<file path="src/rtl/dec_rv_ssc_pkg.sv">
// dec_rv_ssc_pkg
// Shared definitions for the superscalar bundle former: RV32 major opcode
// values (instr[6:2]), per-op flag bit positions, funct7 values that
// qualify OP/OP-32, the bundle-width encoding and a register hazard helper.
// No ports (package).
package dec_rv_ssc_pkg;

    localparam logic [4:0] OPC_LOAD    = 5'b00000;
    localparam logic [4:0] OPC_STORE   = 5'b01000;
    localparam logic [4:0] OPC_BRANCH  = 5'b11000;
    localparam logic [4:0] OPC_JALR    = 5'b11001;
    localparam logic [4:0] OPC_JAL     = 5'b11011;
    localparam logic [4:0] OPC_OPIMM   = 5'b00100;
    localparam logic [4:0] OPC_OP      = 5'b01100;
    localparam logic [4:0] OPC_AUIPC   = 5'b00101;
    localparam logic [4:0] OPC_LUI     = 5'b01101;
    localparam logic [4:0] OPC_OPIMM32 = 5'b00110;
    localparam logic [4:0] OPC_OP32    = 5'b01110;

    // Flag bit positions inside each op's 4-bit capability nibble
    localparam int FLAG_L1_WITH_L2 = 0;
    localparam int FLAG_L1_WITH_L3 = 1;
    localparam int FLAG_L2_CAPABLE = 2;
    localparam int FLAG_L3_CAPABLE = 3;

    localparam logic [6:0] F7_BASE   = 7'h00;
    localparam logic [6:0] F7_ALT    = 7'h20;
    localparam logic [6:0] F7_MULDIV = 7'h01;

    typedef enum logic [1:0] {
        BW_NONE  = 2'd0,
        BW_ONE   = 2'd1,
        BW_TWO   = 2'd2,
        BW_THREE = 2'd3
    } bundle_w_e;

    // True when a younger op reads (RAW) or rewrites (WAW) the register an
    // older op writes. x0 is a constant, so it never creates a dependency.
    function automatic logic op_hazard(
        input logic [4:0] prod_rd,
        input logic       prod_wr,
        input logic [4:0] cons_rd,
        input logic [4:0] cons_rs1,
        input logic [4:0] cons_rs2,
        input logic       cons_wr,
        input logic       cons_r1,
        input logic       cons_r2
    );
        if (!prod_wr || prod_rd == 5'd0) begin
            return 1'b0;
        end
        return (cons_r1 && cons_rs1 == prod_rd) ||
               (cons_r2 && cons_rs2 == prod_rd) ||
               (cons_wr && cons_rd  == prod_rd);
    endfunction

endpackage

</file>
<file path="src/rtl/dec_rv_ssc_if.sv">
// dec_rv_ssc_if
// Fetch-window / bundle-result bus between pre-decode (master) and the
// bundle former (slave).
//   istrWin   : NLANES*32 fetch window, op0 in the low word
//   istrVld   : window valid
//   outFlags  : NLANES*4 registered per-op capability flags
//   outBundle : registered issue width 0..NLANES
//   outVld    : registered valid
//   outLdUse  : registered load-use hit on op0
interface dec_rv_ssc_if
    import dec_rv_ssc_pkg::*;
#(
    parameter int NLANES = 3
);
    logic [NLANES*32-1:0] istrWin;
    logic                 istrVld;
    logic [NLANES*4-1:0]  outFlags;
    logic [1:0]           outBundle;
    logic                 outVld;
    logic                 outLdUse;

    modport master (
        output istrWin, istrVld,
        input  outFlags, outBundle, outVld, outLdUse
    );

    modport slave (
        input  istrWin, istrVld,
        output outFlags, outBundle, outVld, outLdUse
    );
endinterface

</file>
<file path="src/rtl/dec_rv_ssc_op_class.sv">
// dec_rv_ssc_op_class
// Combinational classifier for one 32-bit instruction word.
// Optional feature macro: DEC_RV_SSC_MEXT_EN (M-extension ops become
// lane1-only co-issuable instead of forcing a single-wide bundle).
//   instr    : instruction word
//   flags    : capability nibble (bit0 L1+L2, bit1 L1+L3, bit2 L2, bit3 L3)
//   rd/rs1/rs2 : register fields
//   uses_rd/uses_rs1/uses_rs2 : whether each field is really used
//   is_load  : word is a LOAD
module dec_rv_ssc_op_class
    import dec_rv_ssc_pkg::*;
#(
    parameter int NLANES = 3
) (
    input  logic [31:0] instr,
    output logic [3:0]  flags,
    output logic [4:0]  rd,
    output logic [4:0]  rs1,
    output logic [4:0]  rs2,
    output logic        uses_rd,
    output logic        uses_rs1,
    output logic        uses_rs2,
    output logic        is_load
);

    logic [4:0] opcode;
    logic [6:0] funct7;
    logic       is_full;

    assign opcode  = instr[6:2];
    assign funct7  = instr[31:25];
    assign is_full = (instr[1:0] == 2'b11);
    assign rd      = instr[11:7];
    assign rs1     = instr[19:15];
    assign rs2     = instr[24:20];

    // Compressed words are not decoded here; they report no register use
    // and no capability, which keeps them alone in lane 1.
    always_comb begin
        flags    = 4'b0000;
        uses_rd  = 1'b0;
        uses_rs1 = 1'b0;
        uses_rs2 = 1'b0;
        is_load  = 1'b0;
        if (is_full) begin
            uses_rd  = 1'b1;
            uses_rs1 = 1'b1;
            case (opcode)
                OPC_LOAD: begin
                    flags   = 4'b0011;
                    is_load = 1'b1;
                end
                OPC_STORE: begin
                    uses_rd  = 1'b0;
                    uses_rs2 = 1'b1;
                end
                OPC_BRANCH: begin
                    uses_rd  = 1'b0;
                    uses_rs2 = 1'b1;
                end
                OPC_JAL, OPC_AUIPC: begin
                    uses_rs1 = 1'b0;
                end
                OPC_LUI: begin
                    flags    = 4'b1111;
                    uses_rs1 = 1'b0;
                end
                OPC_OPIMM, OPC_OPIMM32: begin
                    flags = 4'b1111;
                end
                OPC_OP, OPC_OP32: begin
                    uses_rs2 = 1'b1;
                    if (funct7 == F7_BASE || funct7 == F7_ALT) begin
                        flags = 4'b1111;
                    end
`ifdef DEC_RV_SSC_MEXT_EN
                    else if (funct7 == F7_MULDIV) begin
                        flags = 4'b0011;
                    end
`endif
                end
                default: begin
                end
            endcase
        end
        // A two-lane machine has no third lane to advertise
        if (NLANES == 2) begin
            flags[FLAG_L1_WITH_L3] = 1'b0;
            flags[FLAG_L3_CAPABLE] = 1'b0;
        end
    end

endmodule

</file>
<file path="src/rtl/dec_rv_ssc_bundle.sv">
// dec_rv_ssc_bundle
// Registered superscalar bundle former. Classifies NLANES words, checks
// intra-bundle RAW/WAW and load-use against the previous bundle's op0,
// and registers the issue width. Keeps saturating width counters.
// Optional feature macro: DEC_RV_SSC_MEXT_EN (handled in op_class).
//   clock, reset  : core clock, asynchronous active-low reset
//   bus (slave)   : istrWin/istrVld in, outFlags/outBundle/outVld/outLdUse out
//   exHold        : stall, every register holds (perfClr still acts)
//   perfClr       : synchronous clear of the counters
//   perfCnt1/2/3  : counts of 1/2/3-wide bundles
module dec_rv_ssc_bundle
    import dec_rv_ssc_pkg::*;
#(
    parameter int NLANES = 3,
    parameter int CNTW   = 32
) (
    input  logic            clock,
    input  logic            reset,
    dec_rv_ssc_if.slave     bus,
    input  logic            exHold,
    input  logic            perfClr,
    output logic [CNTW-1:0] perfCnt1,
    output logic [CNTW-1:0] perfCnt2,
    output logic [CNTW-1:0] perfCnt3
);

    localparam logic [CNTW-1:0] CNT_ONE = {{(CNTW-1){1'b0}}, 1'b1};

    // Arrays are sized for three lanes; absent lanes read as inert ops
    logic [3:0] op_flags [3];
    logic [4:0] op_rd    [3];
    logic [4:0] op_rs1   [3];
    logic [4:0] op_rs2   [3];
    logic       op_wr    [3];
    logic       op_r1    [3];
    logic       op_r2    [3];
    logic       op_load  [3];

    for (genvar k = 0; k < 3; k++) begin : g_lane
        if (k < NLANES) begin : g_op
            dec_rv_ssc_op_class #(.NLANES(NLANES)) u_class (
                .instr    (bus.istrWin[32*k +: 32]),
                .flags    (op_flags[k]),
                .rd       (op_rd[k]),
                .rs1      (op_rs1[k]),
                .rs2      (op_rs2[k]),
                .uses_rd  (op_wr[k]),
                .uses_rs1 (op_r1[k]),
                .uses_rs2 (op_r2[k]),
                .is_load  (op_load[k])
            );
        end else begin : g_none
            assign op_flags[k] = 4'b0000;
            assign op_rd[k]    = 5'd0;
            assign op_rs1[k]   = 5'd0;
            assign op_rs2[k]   = 5'd0;
            assign op_wr[k]    = 1'b0;
            assign op_r1[k]    = 1'b0;
            assign op_r2[k]    = 1'b0;
            assign op_load[k]  = 1'b0;
        end
    end

    logic [NLANES*4-1:0] flags_q, flags_d, win_flags;
    logic [1:0]          bundle_q, bundle_d;
    logic                vld_q, vld_d;
    logic                ld_use_q, ld_use_d;
    logic [4:0]          ld_rd_q, ld_rd_d;
    logic [CNTW-1:0]     cnt1_q, cnt1_d, cnt2_q, cnt2_d, cnt3_q, cnt3_d;

    logic      haz10, haz20, haz21, ld_use, can2, can3;
    bundle_w_e width;

    // Width decision: each extra lane needs the pairing flags plus freedom
    // from dependencies on every older op in the bundle. A load-use stall
    // on op0 always collapses the bundle to one.
    always_comb begin
        win_flags = '0;
        for (int k = 0; k < NLANES; k++) begin
            win_flags[4*k +: 4] = op_flags[k];
        end
        haz10 = op_hazard(op_rd[0], op_wr[0], op_rd[1], op_rs1[1], op_rs2[1],
                          op_wr[1], op_r1[1], op_r2[1]);
        haz20 = op_hazard(op_rd[0], op_wr[0], op_rd[2], op_rs1[2], op_rs2[2],
                          op_wr[2], op_r1[2], op_r2[2]);
        haz21 = op_hazard(op_rd[1], op_wr[1], op_rd[2], op_rs1[2], op_rs2[2],
                          op_wr[2], op_r1[2], op_r2[2]);
        ld_use = (ld_rd_q != 5'd0) &&
                 ((op_r1[0] && op_rs1[0] == ld_rd_q) ||
                  (op_r2[0] && op_rs2[0] == ld_rd_q));
        can2 = op_flags[0][FLAG_L1_WITH_L2] && op_flags[1][FLAG_L2_CAPABLE] && !haz10;
        can3 = (NLANES == 3) && can2 && op_flags[0][FLAG_L1_WITH_L3] &&
               op_flags[2][FLAG_L3_CAPABLE] && !haz20 && !haz21;
        if (ld_use) begin
            width = BW_ONE;
        end else if (can3) begin
            width = BW_THREE;
        end else if (can2) begin
            width = BW_TWO;
        end else begin
            width = BW_ONE;
        end
    end

    // Next-state: a stall freezes everything except the counter clear,
    // which deliberately overrides any increment in the same cycle.
    always_comb begin
        flags_d  = flags_q;
        bundle_d = bundle_q;
        vld_d    = vld_q;
        ld_use_d = ld_use_q;
        ld_rd_d  = ld_rd_q;
        cnt1_d   = cnt1_q;
        cnt2_d   = cnt2_q;
        cnt3_d   = cnt3_q;
        if (!exHold) begin
            if (bus.istrVld) begin
                flags_d  = win_flags;
                bundle_d = width;
                vld_d    = 1'b1;
                ld_use_d = ld_use;
                ld_rd_d  = op_load[0] ? op_rd[0] : 5'd0;
                case (width)
                    BW_ONE:   if (cnt1_q != '1) cnt1_d = cnt1_q + CNT_ONE;
                    BW_TWO:   if (cnt2_q != '1) cnt2_d = cnt2_q + CNT_ONE;
                    BW_THREE: if (cnt3_q != '1) cnt3_d = cnt3_q + CNT_ONE;
                    default: begin
                    end
                endcase
            end else begin
                flags_d  = '0;
                bundle_d = 2'd0;
                vld_d    = 1'b0;
                ld_use_d = 1'b0;
            end
        end
        if (perfClr) begin
            cnt1_d = '0;
            cnt2_d = '0;
            cnt3_d = '0;
        end
    end

    always_ff @(posedge clock or negedge reset) begin
        if (!reset) begin
            flags_q  <= '0;
            bundle_q <= 2'd0;
            vld_q    <= 1'b0;
            ld_use_q <= 1'b0;
            ld_rd_q  <= 5'd0;
            cnt1_q   <= '0;
            cnt2_q   <= '0;
            cnt3_q   <= '0;
        end else begin
            flags_q  <= flags_d;
            bundle_q <= bundle_d;
            vld_q    <= vld_d;
            ld_use_q <= ld_use_d;
            ld_rd_q  <= ld_rd_d;
            cnt1_q   <= cnt1_d;
            cnt2_q   <= cnt2_d;
            cnt3_q   <= cnt3_d;
        end
    end

    assign bus.outFlags  = flags_q;
    assign bus.outBundle = bundle_q;
    assign bus.outVld    = vld_q;
    assign bus.outLdUse  = ld_use_q;
    assign perfCnt1      = cnt1_q;
    assign perfCnt2      = cnt2_q;
    assign perfCnt3      = cnt3_q;

endmodule

</file>
<file path="src/flat_wrapper.sv">
// flat-port wrapper written by rule: the top's interface ports become plain ports
module dec_rv_ssc_bundle_flat import dec_rv_ssc_pkg::*;
#(
    parameter int NLANES = 3,
    parameter int CNTW   = 32
)
  (clock, reset, exHold, perfClr, perfCnt1, perfCnt2, perfCnt3, bus_istrWin, bus_istrVld, bus_outFlags, bus_outBundle, bus_outVld, bus_outLdUse);
  dec_rv_ssc_if #(.NLANES(NLANES)) bus_i ();
  input  logic clock;
  input  logic reset;
  input  logic exHold;
  input  logic perfClr;
  output logic [CNTW-1:0] perfCnt1;
  output logic [CNTW-1:0] perfCnt2;
  output logic [CNTW-1:0] perfCnt3;
  input wire logic [$bits(bus_i.istrWin)-1:0] bus_istrWin;
  input wire logic [$bits(bus_i.istrVld)-1:0] bus_istrVld;
  output wire logic [$bits(bus_i.outFlags)-1:0] bus_outFlags;
  output wire logic [$bits(bus_i.outBundle)-1:0] bus_outBundle;
  output wire logic [$bits(bus_i.outVld)-1:0] bus_outVld;
  output wire logic [$bits(bus_i.outLdUse)-1:0] bus_outLdUse;
  assign bus_i.istrWin = bus_istrWin;
  assign bus_i.istrVld = bus_istrVld;
  assign bus_outFlags = bus_i.outFlags;
  assign bus_outBundle = bus_i.outBundle;
  assign bus_outVld = bus_i.outVld;
  assign bus_outLdUse = bus_i.outLdUse;
  dec_rv_ssc_bundle #(.NLANES(NLANES), .CNTW(CNTW)) u_core (.clock(clock), .reset(reset), .bus(bus_i), .exHold(exHold), .perfClr(perfClr), .perfCnt1(perfCnt1), .perfCnt2(perfCnt2), .perfCnt3(perfCnt3));
endmodule
</file>
<file path="config.mk">
export PLATFORM = sky130hd
export DESIGN_NAME = dec_rv_ssc_bundle_flat
export DESIGN_NICKNAME = d
export VERILOG_FILES = /design/src/rtl/dec_rv_ssc_pkg.sv /design/src/rtl/dec_rv_ssc_if.sv /design/src/rtl/dec_rv_ssc_op_class.sv /design/src/rtl/dec_rv_ssc_bundle.sv /design/src/flat_wrapper.sv
export SDC_FILE = /design/constraint.sdc
export NUM_CORES = 1
export LEC_CHECK = 0
export BUFFER_PORTS_ARGS = -buffer_cell sky130_fd_sc_hd__buf_4
export CORE_ASPECT_RATIO = 0.6
export CORE_UTILIZATION = 53
export CTS_CLUSTER_SIZE = 25
export DETAILED_ROUTE_END_ITERATION = 6
export PLACE_DENSITY = 0.81
export SYNTH_ARGS = -nofsm -noshare
export SYNTH_HDL_FRONTEND = slang
export SYNTH_HIERARCHICAL = 1
export SYNTH_SLANG_ARGS = --single-unit
</file>
<file path="constraint.sdc">
create_clock -name clock -period 3.71 [get_ports clock]
set_clock_uncertainty 0.1 [all_clocks]
set_input_delay 0.5565 -clock clock [delete_from_list [all_inputs] [get_ports clock]]
set_output_delay 0.5565 -clock clock [all_outputs]
set_load 0.01 [all_outputs]
</file>
==> impl_metrics.csv, run 1 <==
group,metric,value,unit
layout,final_cell_mix,"216 x buf_4, 117 x dfrtp_1, 82 x nand2_1",
clocking,root_buffer,"clkbuf_16",
routing,route.met2.wl,9331,um
pwr,p_comb_frac,0.086,
clocking,cts_inserted_buffers,17,
critical_path,worstPathBufferInverterCount,3,
critical_path,critPathMostFrequentCell,"buf_4",
pwr,cellPowerDensity,343.7,mW/mm^2
floorplanning,initial_core_util,0.5485,
layout,final_nets,1105,
global_route,grt_use_total,0.2839,
clocking,clock_sinks,117,
pwr,p_switching,0.7713,mW
timing,hold_viol_final,0,
floorplanning,die_area,0.01477,sq mm
place,place_inst,1174,
timing,fin_ws,676.0,ps
synth,syn_area,0.007565,sq mm
layout,fin_cells,1206,
floorplanning,die_width,156.2,um
pwr,ir_drop,0.0002717,V
floorplanning,core_area,0.01379,sq mm
place,portBuffers,200,
status,outcome,"complete, no violations",
critical_path,worst-setup-path-type,"input pin to flop",
timing,tightest_slew,830.9,ps
layout,antenna_cells,0,
global_route,gr-total-overflow,0,
timing,max_freq,329.6,MHz
critical_path,cp_cell_sequence,"buf_4 -> nor4_1 -> nand3_1 -> a311oi_2 -> nand2_1 -> a21oi_1 -> buf_4 -> o211a_1 -> nand2_1 -> buf_4 -> or4_1 -> a21oi_1",
clocking,clk_pin_slew,60,ps
routing,ant_nets,0,
clocking,cts_tree,"built",
layout,area_delta_synth_final,24.96,%
pwr,p_leak,4.197,nW
pwr,seqPwrFrac,0.396,
clocking,cts_setup_buffers,0,
clocking,ctsLongestPathBuffers,2,
job,drv_cap,0,
synth,syn_inst,864,
timing,setup-violations-final,0,
clocking,cts_hold_buf,0,
place,routabilityCongestion,0.9068,
routing,wl_met3,1649,um
critical_path,critPathSlowestCell,"or4_1",
floorplanning,die_h,94.54,um
critical_path,worstSetupEndpointType,"flop",
floorplanning,io_pins,213,
routing,via_count,6961,
floorplanning,num_rows,33,
critical_path,arrival,3260,ps
global_route,antenna_found_initial,0,
global_route,grt_pass1_wl,32660,um
clocking,cts-htree-levels,4,
routing,viasPerCell,5.772,
routing,top_layer,"met4",
routing,drc_errors,0,
timing,setup-tns-final,0,ps
layout,final_common_cell,"buf_4",
critical_path,cp_data_required_time,3940,ps
timing,relSlewSlack,0.4458,
place,dpl_worst_slack,285.5,ps
global_route,grt_max_degree,68,
pwr,p_int,2.477,mW
global_route,grt_pass1_vias,6242,
critical_path,worstPathMaxFanout,20,
pwr,pwr-share-clk,0.518,
routing,wirelength_met1,9860,um
routing,post_drt_wl_per_cell,17.35,um
synth,syn_nets,968,
clocking,clock_latency,410,ps
synth,synth_warnings,6,
layout,utilization,0.6854,
timing,slew_violations,0,
routing,drt-initial-drc-count,453,
critical_path,crit_path_max_incr_delay,490,ps
layout,layout-drive-gt1-share,0.2742,
synth,syn_avg_cell_area,8.756,sq um
timing,min_period,3034,ps
timing,period_share,0.8178,
timing,rsz0062_at_grt,"false",
routing,wl,20930,um
worst_hold_path,hp-class,"input pin to asynchronous set/reset pin",
critical_path,cp_top_family,"simple AND/OR/NAND/NOR gates",
place,place_hpwl,14800,um
pwr,swShare,0.2374,
clocking,ctsResizeCount,0,
routing,first_pass_iters,5,
critical_path,start_kind,"input pin",
[stage by stage]
| step | total power, mW | instance area, sq um | hold slack (ps) |
|---|---|---|---|
| 2_1_floorplan | 1.480 | 7565 | 160.9 |
| 3_3_place_gp | 1.583 | 8853 | 368.0 |
| 4_1_cts | 3.262 | 9453 | 112.4 |
| 5_1_grt | 3.349 | 9453 | 125.3 |
| 3_5_place_dp | 1.587 | 8853 | 374.8 |
| 6_report | 3.249 | 9453 | 74.62 |
[power by group through the flow]
stage,logic (mW),clock network [mW],registers [mW]
after global placement,0.274,0,1.31
after CTS,0.279,1.70,1.29
after global routing,0.304,1.76,1.29
final,0.279,1.68,1.29
after detailed placement,0.277,0,1.31
after floorplan,0.169,0,1.31
[layout make-up]
class	instances	area, sq um
clock buffers	19	442.9
clock inverters	13	156.4
fillers	1137	4338
inverters	8	30.03
multi-input cells	639	3994
flip-flops and latches	117	2928
well taps	192	240.2
repair buffers	218	1662
[sequential cells by signal (all words and copies together), names as in the netlist]
| register | count |
|---|---|
| u_core/bus.outFlags | 12 |
| u_core/bus.outBundle | 2 |
| u_core/ld_rd_q | 5 |
| u_core/perfCnt2 | 32 |
| u_core/perfCnt3 | 32 |
| u_core/bus.outLdUse | 1 |
| u_core/bus.outVld | 1 |
| u_core/perfCnt1 | 32 |
[routing by layer]
metal | vias up | global-route usage
li1 | 3301 | -
met1 | 3349 | 0.4211
met2 | 301 | 0.4323
met3 | 10 | 0.05324
met4 | 0 | 0.05556
met5 | - | 0
[final timing paths]
check                                             from                      to  slack [ps]  cells past startpoint
worst max-delay path                    bus_istrWin[2]      u_core/perfCnt2[5]         680                     12
worst min register to register  u_core/bus.outFlags[4]  u_core/bus.outFlags[4]         390                      2
min in group clock                     bus_istrWin[70]  u_core/bus.outFlags[8]         370                      4
worst min-delay path                             reset     u_core/perfCnt3[21]          70                      1
worst max register to register      u_core/perfCnt2[2]      u_core/perfCnt2[1]         680                     10
max in group asynchronous                        reset      u_core/perfCnt1[3]        2590                      2
Note: power is estimated with default switching activity, not from simulation.
==> inputs of run 2 (changes only) <==
Settings changed: ABC_AREA set to 1, CORE_UTILIZATION 53 to 51, PLACE_DENSITY 0.81 to 0.78.
Clock period 3.71 ns to 2.7 ns, I/O delays scaled along.
==> run 2 against run 1 <==
  * Area after synthesis grew 31%
  * Count of clock-buffer cells in the layout grew 4
  * Sequential share of layout area shrank 6.3 points
  * Flip-flop and latch count is the same
  * Combinational power grew 87%
  * Non-clock buffer count grew 3
  * Wire length grew 46%
  * Sequential power grew 39%
  * Via count grew 51%
  * Highest routed layer unchanged
==> impl_metrics.csv, run 2 <==
group,metric,value,unit
floorplanning,die_h,110.1,um
critical_path,arrival,2540,ps
routing,drt-initial-drc-count,1138,
global_route,met2_usage,0.4193,
synth,syn_area,0.009933,sq mm
timing,slew_violations,0,
routing,post_drt_wl_per_cell,15.85,um
routing,ant_nets,0,
global_route,gr-total-overflow,0,
synth,syn_inst,1535,
timing,tightest_slew,612.8,ps
floorplanning,initial_core_util,0.5220,
layout,final_nets,1770,
timing,relSlewSlack,0.5915,
critical_path,worst-setup-path-type,"flop to flop",
clocking,clock_latency,420,ps
critical_path,cp_data_required_time,2940,ps
routing,viasPerCell,5.476,
pwr,p_leak,6.020,nW
timing,setup-tns-final,0,ps
layout,final_common_cell,"nand2_1",
routing,drc_errors,0,
layout,antenna_cells,0,
clocking,cts_inserted_buffers,17,
floorplanning,core_area,0.01903,sq mm
place,portBuffers,200,
place,routabilityCongestion,0.9650,
layout,final_cell_mix,"467 x nand2_1, 214 x buf_4, 210 x nor2_1",
timing,max_freq,435.1,MHz
layout,final_cell_area,0.01188,sq mm
critical_path,worstSetupEndpointType,"flop",
synth,syn_nets,1639,
synth,syn_avg_cell_area,6.471,sq um
floorplanning,die_width,182.2,um
timing,setup-violations-final,0,
timing,period_share,0.8513,
clocking,ctsResizeCount,0,
status,outcome,"complete, no violations",
floorplanning,num_rows,39,
clocking,cts_setup_buffers,0,
timing,hold_viol_final,0,
clocking,root_buffer,"clkbuf_16",
global_route,grt_pass1_vias,9208,
layout,utilization,0.6244,
pwr,ir_drop,0.0004265,V
global_route,grt_max_degree,83,
clocking,cts_hold_buf,1,
global_route,grt_pass1_wl,48270,um
clocking,cts_tree,"built",
place,place_hpwl,22860,um
synth,synth_warnings,6,
clocking,clock_sinks,117,
global_route,grt_util_met3,0.06997,
worst_hold_path,hp-class,"input pin to flop",
pwr,cellPowerDensity,402.4,mW/mm^2
global_route,grt-busiest-layer,"met1",
layout,final.fill_count,1817,
clocking,clk_pin_slew,50,ps
routing,via_count,10535,
place,placed_cell_area,0.01123,sq mm
layout,layout-drive-gt1-share,0.1990,
timing,min_period,2299,ps
timing,rsz0062_at_grt,"false",
layout,area_delta_synth_final,19.62,%
global_route,grt_use_total,0.3058,
floorplanning,die_area,0.02006,sq mm
global_route,antenna_found_initial,0,
clocking,cts-htree-levels,4,
job,drv_cap,0,
routing,wl,30490,um
critical_path,start_kind,"flop",
global_route,grtUsageMet1,0.4719,
routing,first_pass_iters,6,
clocking,ctsLongestPathBuffers,2,
critical_path,worstPathMaxFanout,32,
floorplanning,io_pins,213,
## run 2: worst max-delay path, stage by stage, from the launching register on
cell and delay, ps:
dfrtp_1 470, ha_1 280, nand2_2 100, nor2_4 160, nand2_2 110, nor3_2 110
nand3_1 130, nor3_4 220, nor2_4 90, nand2_8 250, nand3_2 100, nand2_1 80
## run 2: final cells by class
cell class | count | area, sq um | share of cell area
tap | 246 | 307.8 | 0.02590
clock buffer | 23 | 498.0 | 0.04191
inverter | 161 | 614.3 | 0.05170
sequential | 117 | 2928 | 0.2464
multi-input combinational | 1148 | 5653 | 0.4757
timing repair buffer | 221 | 1737 | 0.1462
clock inverter | 8 | 145.1 | 0.01221
## run 2: power breakdown
| group | total, mW | switching [mW] | internal [mW] |
|---|---|---|---|
| Clock | 2.47 | 0.808 | 1.66 |
| Sequential | 1.79 | 0.0200 | 1.77 |
| Combinational | 0.523 | 0.326 | 0.198 |
## run 2: worst paths after layout
path                            slack, ps                    start  depth (start not counted)                      end
worst max-delay path                  400       u_core/perfCnt3[1]                         11      u_core/perfCnt3[25]
worst min-delay path                  250                   exHold                          3        u_core/bus.outVld
worst max register to register        400       u_core/perfCnt3[1]                         11      u_core/perfCnt3[25]
worst min register to register        400  u_core/bus.outBundle[1]                          2  u_core/bus.outBundle[1]
max in group asynchronous            1410                    reset                          3        u_core/ld_rd_q[2]
min in group asynchronous             420                    reset                          2       u_core/perfCnt3[0]
## run 2: metrics by stage
step                      setup slack (ps)  cells  hold WS [ps]  total power, mW
final                                401.5   1924         248.7            4.782
after global routing                 195.1   1924         266.6            4.957
after CTS                            397.6   1924         229.9            4.811
after detailed placement             201.3   1892         340.6            2.336
after global placement               261.9   1892         331.7            2.323
after floorplan                      690.5   1535         9.409            2.142
## run 2: metal layers
metal  share of wire  vias to the layer above
met2            0.39                      468
met1            0.50                     4897
li1                -                     5133
met4           0.013                        0
met3           0.095                       37
met5               0                        -
